[src/rtl/fft8_stage_ctrl_pkg.sv]
// Shared types and constants for the 8-point FFT stage-1 control slice.
// Latency: none (declarations only).
// Backpressure: not applicable.
package fft8_pkg;

    localparam int FFT8_LEN    = 8;
    localparam int FFT8_HALF   = 4;
    localparam int FFT8_TW_LAT = 1;

    typedef enum logic [1:0] {
        IDLE  = 2'd0,
        FILL  = 2'd1,
        BFLY  = 2'd2,
        DRAIN = 2'd3
    } fft8_ctrl_state_t;

endpackage

[src/rtl/fft8_stage_ctrl_if.sv]
// Handshake and control bundle between upstream, the stage sequencer and the datapath.
// Latency: none (wires only); frame_cnt exists only with FFT8_CTRL_FRAME_CNT_EN.
// Backpressure: in_valid/in_ready on the sample side; control outputs are not stallable.
interface fft8_stage_ctrl_if;
    logic       in_valid;
    logic       in_last;
    logic       in_ready;
    logic       dl_shift;
    logic       bf_en;
    logic       out_sel;
    logic       out_valid;
    logic       out_last;
    logic       rotator_valid;
    logic [1:0] tw_idx;
    logic       frame_err;
`ifdef FFT8_CTRL_FRAME_CNT_EN
    logic [15:0] frame_cnt;

    modport slave (
        input  in_valid, in_last,
        output in_ready, dl_shift, bf_en, out_sel, out_valid, out_last,
               rotator_valid, tw_idx, frame_err, frame_cnt
    );
    modport master (
        output in_valid, in_last,
        input  in_ready, dl_shift, bf_en, out_sel, out_valid, out_last,
               rotator_valid, tw_idx, frame_err, frame_cnt
    );
`else
    modport slave (
        input  in_valid, in_last,
        output in_ready, dl_shift, bf_en, out_sel, out_valid, out_last,
               rotator_valid, tw_idx, frame_err
    );
    modport master (
        output in_valid, in_last,
        input  in_ready, dl_shift, bf_en, out_sel, out_valid, out_last,
               rotator_valid, tw_idx, frame_err
    );
`endif
endinterface

[src/rtl/fft8_stage_ctrl_frame_checker.sv]
// Flags an in_last that disagrees with the sample count of the frame.
// Latency: frame_err is a one-cycle pulse the cycle after the offending accept.
// Backpressure: none; only observes accepts.
module fft8_frame_checker (
    input  logic clk,
    input  logic rst,
    input  logic accept,
    input  logic in_last,
    input  logic last_expected,
    output logic frame_err
);

    always_ff @(posedge clk) begin
        if (rst) begin
            frame_err <= 1'b0;
        end else begin
            frame_err <= accept & (in_last != last_expected);
        end
    end

endmodule

[src/rtl/fft8_stage_ctrl.sv]
// Sequencer for the first radix-2 SDF stage of the 8-point FFT; optional frame counter under FFT8_CTRL_FRAME_CNT_EN.
// Latency: controls are combinational from state; 12 cycles per unstalled frame (8 accepts + 4 drain).
// Backpressure: in_valid stalls hold FILL/BFLY; DRAIN is self-timed with in_ready low.
module fft8_stage_ctrl
    import fft8_pkg::*;
#(
    parameter int FRAME_LEN = FFT8_LEN,
    parameter int HALF_LEN  = FFT8_HALF
) (
    input  logic             clk,
    input  logic             rst,
    fft8_stage_ctrl_if.slave bus
);

    localparam logic [2:0] FILL_LAST  = 3'(HALF_LEN - 1);
    localparam logic [2:0] FRAME_LAST = 3'(FRAME_LEN - 1);
    localparam logic [1:0] DRAIN_LAST = 2'(HALF_LEN - 1);
    // The memory is fed one cycle ahead, so its strobe ends FFT8_TW_LAT cycles before DRAIN does.
    localparam logic [1:0] ROT_END    = 2'(HALF_LEN - FFT8_TW_LAT);

    fft8_ctrl_state_t state_q, state_d;
    logic [2:0]       cnt_q, cnt_d;
    logic [1:0]       dcnt_q, dcnt_d;

    logic       accept;
    logic       in_ready;
    logic       dl_shift;
    logic       bf_en;
    logic       out_sel;
    logic       out_valid;
    logic       out_last;
    logic       rotator_valid;
    logic [1:0] tw_idx;
    logic       last_expected;

    always_ff @(posedge clk) begin
        if (rst) begin
            state_q <= IDLE;
            cnt_q   <= 3'd0;
            dcnt_q  <= 2'd0;
        end else begin
            state_q <= state_d;
            cnt_q   <= cnt_d;
            dcnt_q  <= dcnt_d;
        end
    end

    always_comb begin
        state_d       = state_q;
        cnt_d         = cnt_q;
        dcnt_d        = dcnt_q;
        accept        = 1'b0;
        in_ready      = 1'b0;
        dl_shift      = 1'b0;
        bf_en         = 1'b0;
        out_sel       = 1'b0;
        out_valid     = 1'b0;
        out_last      = 1'b0;
        rotator_valid = 1'b0;
        tw_idx        = 2'd0;
        if (!rst) begin
            case (state_q)
                IDLE: begin
                    in_ready = 1'b1;
                    accept   = bus.in_valid;
                    if (accept) begin
                        dl_shift = 1'b1;
                        cnt_d    = 3'd1;
                        state_d  = FILL;
                    end
                end
                FILL: begin
                    in_ready = 1'b1;
                    accept   = bus.in_valid;
                    if (accept) begin
                        dl_shift = 1'b1;
                        cnt_d    = cnt_q + 3'd1;
                        if (cnt_q == FILL_LAST) begin
                            state_d = BFLY;
                        end
                    end
                end
                BFLY: begin
                    in_ready = 1'b1;
                    accept   = bus.in_valid;
                    if (accept) begin
                        dl_shift  = 1'b1;
                        bf_en     = 1'b1;
                        out_valid = 1'b1;
                        cnt_d     = cnt_q + 3'd1;
                        if (cnt_q == FRAME_LAST) begin
                            rotator_valid = 1'b1;
                            cnt_d         = 3'd0;
                            state_d       = DRAIN;
                        end
                    end
                end
                DRAIN: begin
                    dl_shift      = 1'b1;
                    out_valid     = 1'b1;
                    out_sel       = 1'b1;
                    tw_idx        = dcnt_q;
                    rotator_valid = (dcnt_q < ROT_END);
                    dcnt_d        = dcnt_q + 2'd1;
                    if (dcnt_q == DRAIN_LAST) begin
                        out_last = 1'b1;
                        dcnt_d   = 2'd0;
                        state_d  = IDLE;
                    end
                end
                default: begin
                    state_d = IDLE;
                end
            endcase
        end
    end

    assign last_expected = (state_q == BFLY) && (cnt_q == FRAME_LAST);

    fft8_frame_checker u_frame_checker (
        .clk          (clk),
        .rst          (rst),
        .accept       (accept),
        .in_last      (bus.in_last),
        .last_expected(last_expected),
        .frame_err    (bus.frame_err)
    );

`ifdef FFT8_CTRL_FRAME_CNT_EN
    logic [15:0] frame_cnt_q;

    always_ff @(posedge clk) begin
        if (rst) begin
            frame_cnt_q <= 16'd0;
        end else if (out_last) begin
            frame_cnt_q <= frame_cnt_q + 16'd1;
        end
    end

    assign bus.frame_cnt = frame_cnt_q;
`endif

    assign bus.in_ready      = in_ready;
    assign bus.dl_shift      = dl_shift;
    assign bus.bf_en         = bf_en;
    assign bus.out_sel       = out_sel;
    assign bus.out_valid     = out_valid;
    assign bus.out_last      = out_last;
    assign bus.rotator_valid = rotator_valid;
    assign bus.tw_idx        = tw_idx;

endmodule
[src/flat_wrapper.sv]
// flat-port wrapper written by rule: the top's interface ports become plain ports
module fft8_stage_ctrl_flat import fft8_pkg::*;
#(
    parameter int FRAME_LEN = FFT8_LEN,
    parameter int HALF_LEN  = FFT8_HALF
)
  (clk, rst, bus_in_valid, bus_in_last, bus_in_ready, bus_dl_shift, bus_bf_en, bus_out_sel, bus_out_valid, bus_out_last, bus_rotator_valid, bus_tw_idx, bus_frame_err);
  fft8_stage_ctrl_if bus_i ();
  input  logic clk;
  input  logic rst;
  input wire logic [$bits(bus_i.in_valid)-1:0] bus_in_valid;
  input wire logic [$bits(bus_i.in_last)-1:0] bus_in_last;
  output wire logic [$bits(bus_i.in_ready)-1:0] bus_in_ready;
  output wire logic [$bits(bus_i.dl_shift)-1:0] bus_dl_shift;
  output wire logic [$bits(bus_i.bf_en)-1:0] bus_bf_en;
  output wire logic [$bits(bus_i.out_sel)-1:0] bus_out_sel;
  output wire logic [$bits(bus_i.out_valid)-1:0] bus_out_valid;
  output wire logic [$bits(bus_i.out_last)-1:0] bus_out_last;
  output wire logic [$bits(bus_i.rotator_valid)-1:0] bus_rotator_valid;
  output wire logic [$bits(bus_i.tw_idx)-1:0] bus_tw_idx;
  output wire logic [$bits(bus_i.frame_err)-1:0] bus_frame_err;
  assign bus_i.in_valid = bus_in_valid;
  assign bus_i.in_last = bus_in_last;
  assign bus_in_ready = bus_i.in_ready;
  assign bus_dl_shift = bus_i.dl_shift;
  assign bus_bf_en = bus_i.bf_en;
  assign bus_out_sel = bus_i.out_sel;
  assign bus_out_valid = bus_i.out_valid;
  assign bus_out_last = bus_i.out_last;
  assign bus_rotator_valid = bus_i.rotator_valid;
  assign bus_tw_idx = bus_i.tw_idx;
  assign bus_frame_err = bus_i.frame_err;
  fft8_stage_ctrl #(.FRAME_LEN(FRAME_LEN), .HALF_LEN(HALF_LEN)) u_core (.clk(clk), .rst(rst), .bus(bus_i));
endmodule
[config.mk]
export PLATFORM = sky130hd
export DESIGN_NAME = fft8_stage_ctrl_flat
export DESIGN_NICKNAME = d
export VERILOG_FILES = /design/src/rtl/fft8_stage_ctrl_pkg.sv /design/src/rtl/fft8_stage_ctrl_if.sv /design/src/rtl/fft8_stage_ctrl_frame_checker.sv /design/src/rtl/fft8_stage_ctrl.sv /design/src/flat_wrapper.sv
export SDC_FILE = /design/constraint.sdc
export NUM_CORES = 1
export LEC_CHECK = 0
export ABC_AREA = 0
export CAP_MARGIN = 30
export CORE_AREA = 2 2 39 41
export CTS_BUF_LIST = sky130_fd_sc_hd__clkbuf_4 sky130_fd_sc_hd__clkbuf_8
export CTS_CLUSTER_DIAMETER = 40
export DETAILED_ROUTE_END_ITERATION = 12
export DIE_AREA = 0 0 41 43
export PLACE_DENSITY = 0.73
export SLEW_MARGIN = 20
export SYNTH_ARGS = -nofsm -noshare
export SYNTH_HDL_FRONTEND = slang
export SYNTH_SLANG_ARGS = --single-unit
[constraint.sdc]
create_clock -name clk -period 3.5 [get_ports clk]
set_input_delay 0.875 -clock clk [delete_from_list [all_inputs] [get_ports clk]]
set_output_delay 0.875 -clock clk [all_outputs]
set_load 0.01 [all_outputs]
==> results_dict.tcl, run 1 <==
set metrics [dict create \
    cp-start-kind "input pin" \
    worst_skew_pair.late_latency_ns 0.26 \
    yosysUniqueCellTypes 24 \
    cp_slowest_cell "clkdlybuf4s50_1" \
    yosysMostFrequentCell "ha_1" \
    cts_max_level 1 \
    synth_flop_cell "dfxtp_1" \
    synth_area_sq_um 603 \
    routedWlPerCell_microns 12.1 \
    die_h_microns 43 \
    die_w_microns 41 \
    synth-async-reset-ratio_pct 0 \
    cts.sink_count 8 \
    drcViolationCount 0 \
    ir_worst_vdd_v 0.000315 \
    maxCapViolCount 0 \
    synthToLayoutAreaGrowth_pct 29.7 \
    slew_headroom_pct 74.3 \
    core_sq_mm 0.00138 \
    setup-violations-final 0 \
    syn_inst 68 \
    crit_arrival_ns 2.49 \
    grt_pass1_wl_microns 1990 \
    synth.avg_cell_area_sq_um 8.87 \
    root_buffer "clkbuf_4" \
    synth_nets 82 \
    drtIter0Drc 1 \
    finalCriticalPeriod_ns 3.37 \
    diodes 0 \
    cp-end-kind "output port" \
    cpPeakStageDelay_ns 0.56 \
    grt_usage_pct 16.8 \
    powerDensity_mw_per_mm2 527 \
    total_leakage_power_nw 0.349 \
    fp.dieArea_sq_mm 0.00176 \
    synth_top_area_share_pct 26.6 \
    drive_gt1_share_pct 9.52 \
    synthTopCellsByCount "ha_1 (10), dfxtp_1 (8), nor2_1 (7)" \
    place_ws_ns 0.142 \
    slew_violations 0 \
    critPathTopFamily "buffers and inverters" \
    critical_path_buf_inv_count 3 \
    synth_seq_area_share_pct 26.6 \
    rsz0062_at_grt "no" \
    clock.fmax_mhz 297 \
    finalCritPeriodShare_pct 96.2 \
    grt_pass1_vias 471 \
    grt_max_degree 11 \
    cp_cell_sequence "clkdlybuf4s50_1, clkinv_1, and3_1, or2_2, clkdlybuf4s50_1" \
    cts_buffers 3 \
    row_count 14 \
    final.setup.tns_ns 0 \
    clk_pin_slew_ns 0.05 \
    yosysWarnings 0 \
    ant_nets 0 \
    timing.hold.ws_ns 0.477 \
    firstDrtPassIters 2 \
    post-dp-hpwl_microns 967 \
    final_util_pct 56.5 \
    hp-class "flip-flop to flip-flop" \
    globalplace.congestion 0.828 \
    cp.required_ns 2.62 \
    ys_ff_latch 8 \
    fin_nets 100 \
    fillers 151 \
    worst_pin_slew_ns 0.384 \
    crit_top_cell "clkdlybuf4s50_1" \
    holdBufCountCts 0 \
    worst_slack_ns 0.132 \
    cp_max_fo 5 \
    yosysTopAreaCell "dfxtp_1" \
    antenna_found_initial 0 \
    vias 506 \
    place_area_sq_um 759 \
    post_cts_resized 0 \
    synth-edff-count 0 \
    outcome "completed" \
    clock_path_buffers 2 \
    path_class "input pin to output port" \
    num_io_pins 14 \
    synth_area_leaders "dfxtp_1 (27%), ha_1 (21%), mux2i_1 (10%), nor2b_1 (5.2%), a2111oi_4 (4.6%)" \
    routed_wl_microns 1210 \
    skew_ns 0.00244 \
    via_per_inst 5.06 \
    start_util_pct 43.6 \
    design_area_sq_um 782 \
    global_route.overflow_total 0 \
    portBuffers 13 \
    hold_violations 0 \
    cts_setup_buffers 0 \
    cts_tree "built" \
]
## worst min-delay path: stages, from the launching register on
cell and delay [ns]:
dfxtp_1 0.32, nand2_1 0.06, mux2i_1 0.06
## layout by cell type, fill, tap and decap left out, types with 3 or more instances in the layout
master | Yosys | layout
dfxtp_1 | 8 | 8
inv_1 | 5 | 5
nand2_1 | 6 | 6
and2_1 | 3 | 3
mux2i_1 | 6 | 6
clkbuf_4 | 0 | 3
clkdlybuf4s50_1 | 0 | 13
nor2_1 | 7 | 7
nor2b_1 | 5 | 5
ha_1 | 10 | 10
## per-stage QoR
stage	instances	power, mW
floorplan	68	0.288
global placement	97	0.336
detailed placement	97	0.343
CTS	100	0.417
global route	100	0.444
finish	100	0.412
## per-layer routing
metal  vias up  wire [microns]  GRT usage (%)
met5         -               0              0
met4         0              23           10.0
met3         4              61           3.14
met2        16             570           25.6
met1       219             555           20.8
li1        267               -              -
## state kept, by name (all words and copies together) (netlist names)
signal                            cells
u_core.u_frame_checker.frame_err      1
u_core.dcnt_q                         2
u_core.state_q                        2
u_core.cnt_q                          3
## layout make-up
| class | instances | area [sq um] | area share (%) |
|---|---|---|---|
| multi-input cells | 52 | 412 | 52.6 |
| flip-flops and latches | 8 | 160 | 20.5 |
| repair buffers | 15 | 145 | 18.6 |
| clock buffers | 3 | 22.5 | 2.88 |
| inverters | 6 | 22.5 | 2.88 |
| well taps | 16 | 20.0 | 2.56 |
## worst paths after layout
| path | from | end | slack [ns] | cells past startpoint |
|---|---|---|---|---|
| setup / recovery | rst | bus_out_valid | 0.13 | 5 |
| setup reg to reg | u_core.state_q[0] | u_core.state_q[0] | 1.58 | 5 |
| hold / removal | u_core.cnt_q[1] | u_core.cnt_q[1] | 0.48 | 2 |
| hold reg to reg | u_core.cnt_q[1] | u_core.cnt_q[1] | 0.48 | 2 |
## report_power, final
part           leakage [nW]  switching (mW)  internal (mW)
clock                0.0138          0.0330         0.0393
combinational         0.269           0.108          0.105
sequential           0.0653          0.0173          0.109
## cells by family (layout without fill, tap and decap cells)
family                     count (synthesis)  in the layout  synth area share [%]
muxes                                      6              6                  9.96
buffers and inverters                      8             24                  5.19
AOI/OAI and AO/OA                          8              8                  12.9
DFF                                        8              8                  26.6
adders and majority gates                 10             10                  20.7
and+or+nand+nor                           27             27                  23.2
xor gates and xnor gates                   1              1                  1.45
Power figures use the tool's default switching activity.
==> run 2: changes to the inputs <==
DONT_BUFFER_PORTS = 1   (was not set)
PLACE_DENSITY = not set   (was 0.73)
clock period = 2.7 ns   (was 3.5 ns; I/O delays follow)
==> run 2 against run 1 <==
- clock skew is 0.0060 ns higher
- sequential share of layout area is 4.7 points higher
- first-iteration DRC count increased by 100%
- clock power rose by 31%
- core utilization shrank 10 points
==> results_dict.tcl, run 2 (same netlist as run 1, synthesis figures left out) <==
set metrics [dict create \
    root_buffer "clkbuf_4" \
    finalPower_mw 0.504 \
    post_cts_resized 0 \
    rsz0062_at_grt "no" \
    antenna_found_initial 0 \
    hp-class "flip-flop to flip-flop" \
    grt_pass1_wl_microns 1610 \
    maxCapViolCount 0 \
    globalplace.congestion 0.750 \
    drtIter0Drc 2 \
    grt_usage_pct 14.1 \
    core_sq_mm 0.00138 \
    grt_pass1_vias 390 \
    skew_ns 0.00843 \
    routedWlPerCell_microns 12.1 \
    firstDrtPassIters 4 \
    diodes 0 \
    row_count 14 \
    setup-violations-final 0 \
    r2r_slack_ns 0.80 \
    via_per_inst 5.35 \
    total_leakage_power_nw 0.292 \
    start_util_pct 43.6 \
    die_w_microns 41 \
    finalCritPeriodShare_pct 86.2 \
    cts_max_level 1 \
    post-dp-hpwl_microns 824 \
    finalCriticalPeriod_ns 2.33 \
    holdBufCountCts 0 \
    clk_pin_slew_ns 0.06 \
    outcome "completed" \
    final_cell_mix "ha_1 (10), dfxtp_1 (8), nor2_1 (7)" \
    path_class "flip-flop to output port" \
    ir_worst_vdd_v 0.000354 \
    fin_nets 85 \
    startpoint "u_core.state_q[0]" \
    vias 455 \
    drive_gt1_share_pct 8.70 \
    cp.required_ns 2.03 \
    largest_reg_flops 3 \
    ant_nets 0 \
    mostFrequentLayoutCell "ha_1" \
    clock.fmax_mhz 430 \
    synthToLayoutAreaGrowth_pct 5.60 \
    routed_wl_microns 1030 \
    cts_tree "built" \
    cp_max_fo 10 \
    drcViolationCount 0 \
    cp-end-kind "output port" \
    clock_path_buffers 2 \
    slew_headroom_pct 75.7 \
    cp-start-kind "flip-flop" \
    fp.dieArea_sq_mm 0.00176 \
    die_h_microns 43 \
    cts_buffers 3 \
    worstReg2RegEnd "u_core.state_q[1]" \
    crit_arrival_ns 1.65 \
    worst_skew_pair.late_latency_ns 0.26 \
    r2r_start "u_core.state_q[0]" \
    num_io_pins 14 \
    top_regs "u_core.cnt_q x3, u_core.dcnt_q x2, u_core.state_q x2" \
    fillers 138 \
    cts.sink_count 8 \
    slew_violations 0 \
    portBuffers 0 \
    final.setup.tns_ns 0 \
    crit_path_end "bus_out_last" \
    rr_worst_depth 5 \
    cts_setup_buffers 0 \
    hold_violations 0 \
    largest_register "u_core.cnt_q" \
    worst_pin_slew_ns 0.364 \
    grt_max_degree 11 \
    powerDensity_mw_per_mm2 792 \
    global_route.overflow_total 0 \
]
run 2: cell types whose count changed in the layout (fill, tap and decap cells not counted), sizes merged:
cell and change:
clkdlybuf4s50 -13, buf -2
run 2: per-stage QoR:
| stage | utilization (%) | hold slack [ns] | instance area, sq um | worst slack [ns] | instances |
|---|---|---|---|---|---|
| floorplan | - | 0.438 | 603 | 0.459 | 68 |
| global placement | 44.4 | 0.451 | 614 | 0.568 | 82 |
| detailed placement | 44.4 | 0.462 | 614 | 0.562 | 82 |
| CTS | 46.0 | 0.470 | 637 | 0.354 | 85 |
| global route | 46.0 | 0.484 | 637 | 0.156 | 85 |
| finish | 46.0 | 0.464 | 637 | 0.373 | 85 |
run 2: layout make-up:
cell class	instances	area (sq um)	share of cell area [%]
Sequential cell	8	160	25.1
Inverter	6	22.5	3.54
Tap cell	16	20.0	3.14
Multi-Input combinational cell	52	412	64.6
Clock buffer	3	22.5	3.54
run 2: worst min-delay path by stage:
stage | start | endpoint | slack (ns) | cells after the start
3_5_place_dp | u_core.cnt_q[1] | u_core.cnt_q[1] | 0.46 | 2
6_report | u_core.cnt_q[1] | u_core.cnt_q[1] | 0.46 | 2
5_1_grt | rst | u_core.dcnt_q[1] | 0.48 | 1
4_1_cts | u_core.cnt_q[1] | u_core.cnt_q[1] | 0.47 | 2
2_1_floorplan | u_core.cnt_q[1] | u_core.cnt_q[1] | 0.44 | 2
3_3_place_gp | u_core.cnt_q[1] | u_core.cnt_q[1] | 0.45 | 2
run 2: power breakdown:
| group | internal, mW | switching, mW |
|---|---|---|
| clock | 0.0511 | 0.0440 |
| sequential | 0.141 | 0.0214 |
| combinational | 0.116 | 0.131 |
| total | 0.309 | 0.196 |
run 2: layer usage:
metal  track usage, %  wire [microns]
met4             10.0              23
met3             4.71              79
met1             17.8             482
met5                0               0
met2             19.1             442
run 2: worst max-delay path, cell delays in order, from the launching register on:
cell and delay, ns:
dfxtp_1 0.38, ha_1 0.38, nor2b_1 0.39, and2_1 0.24
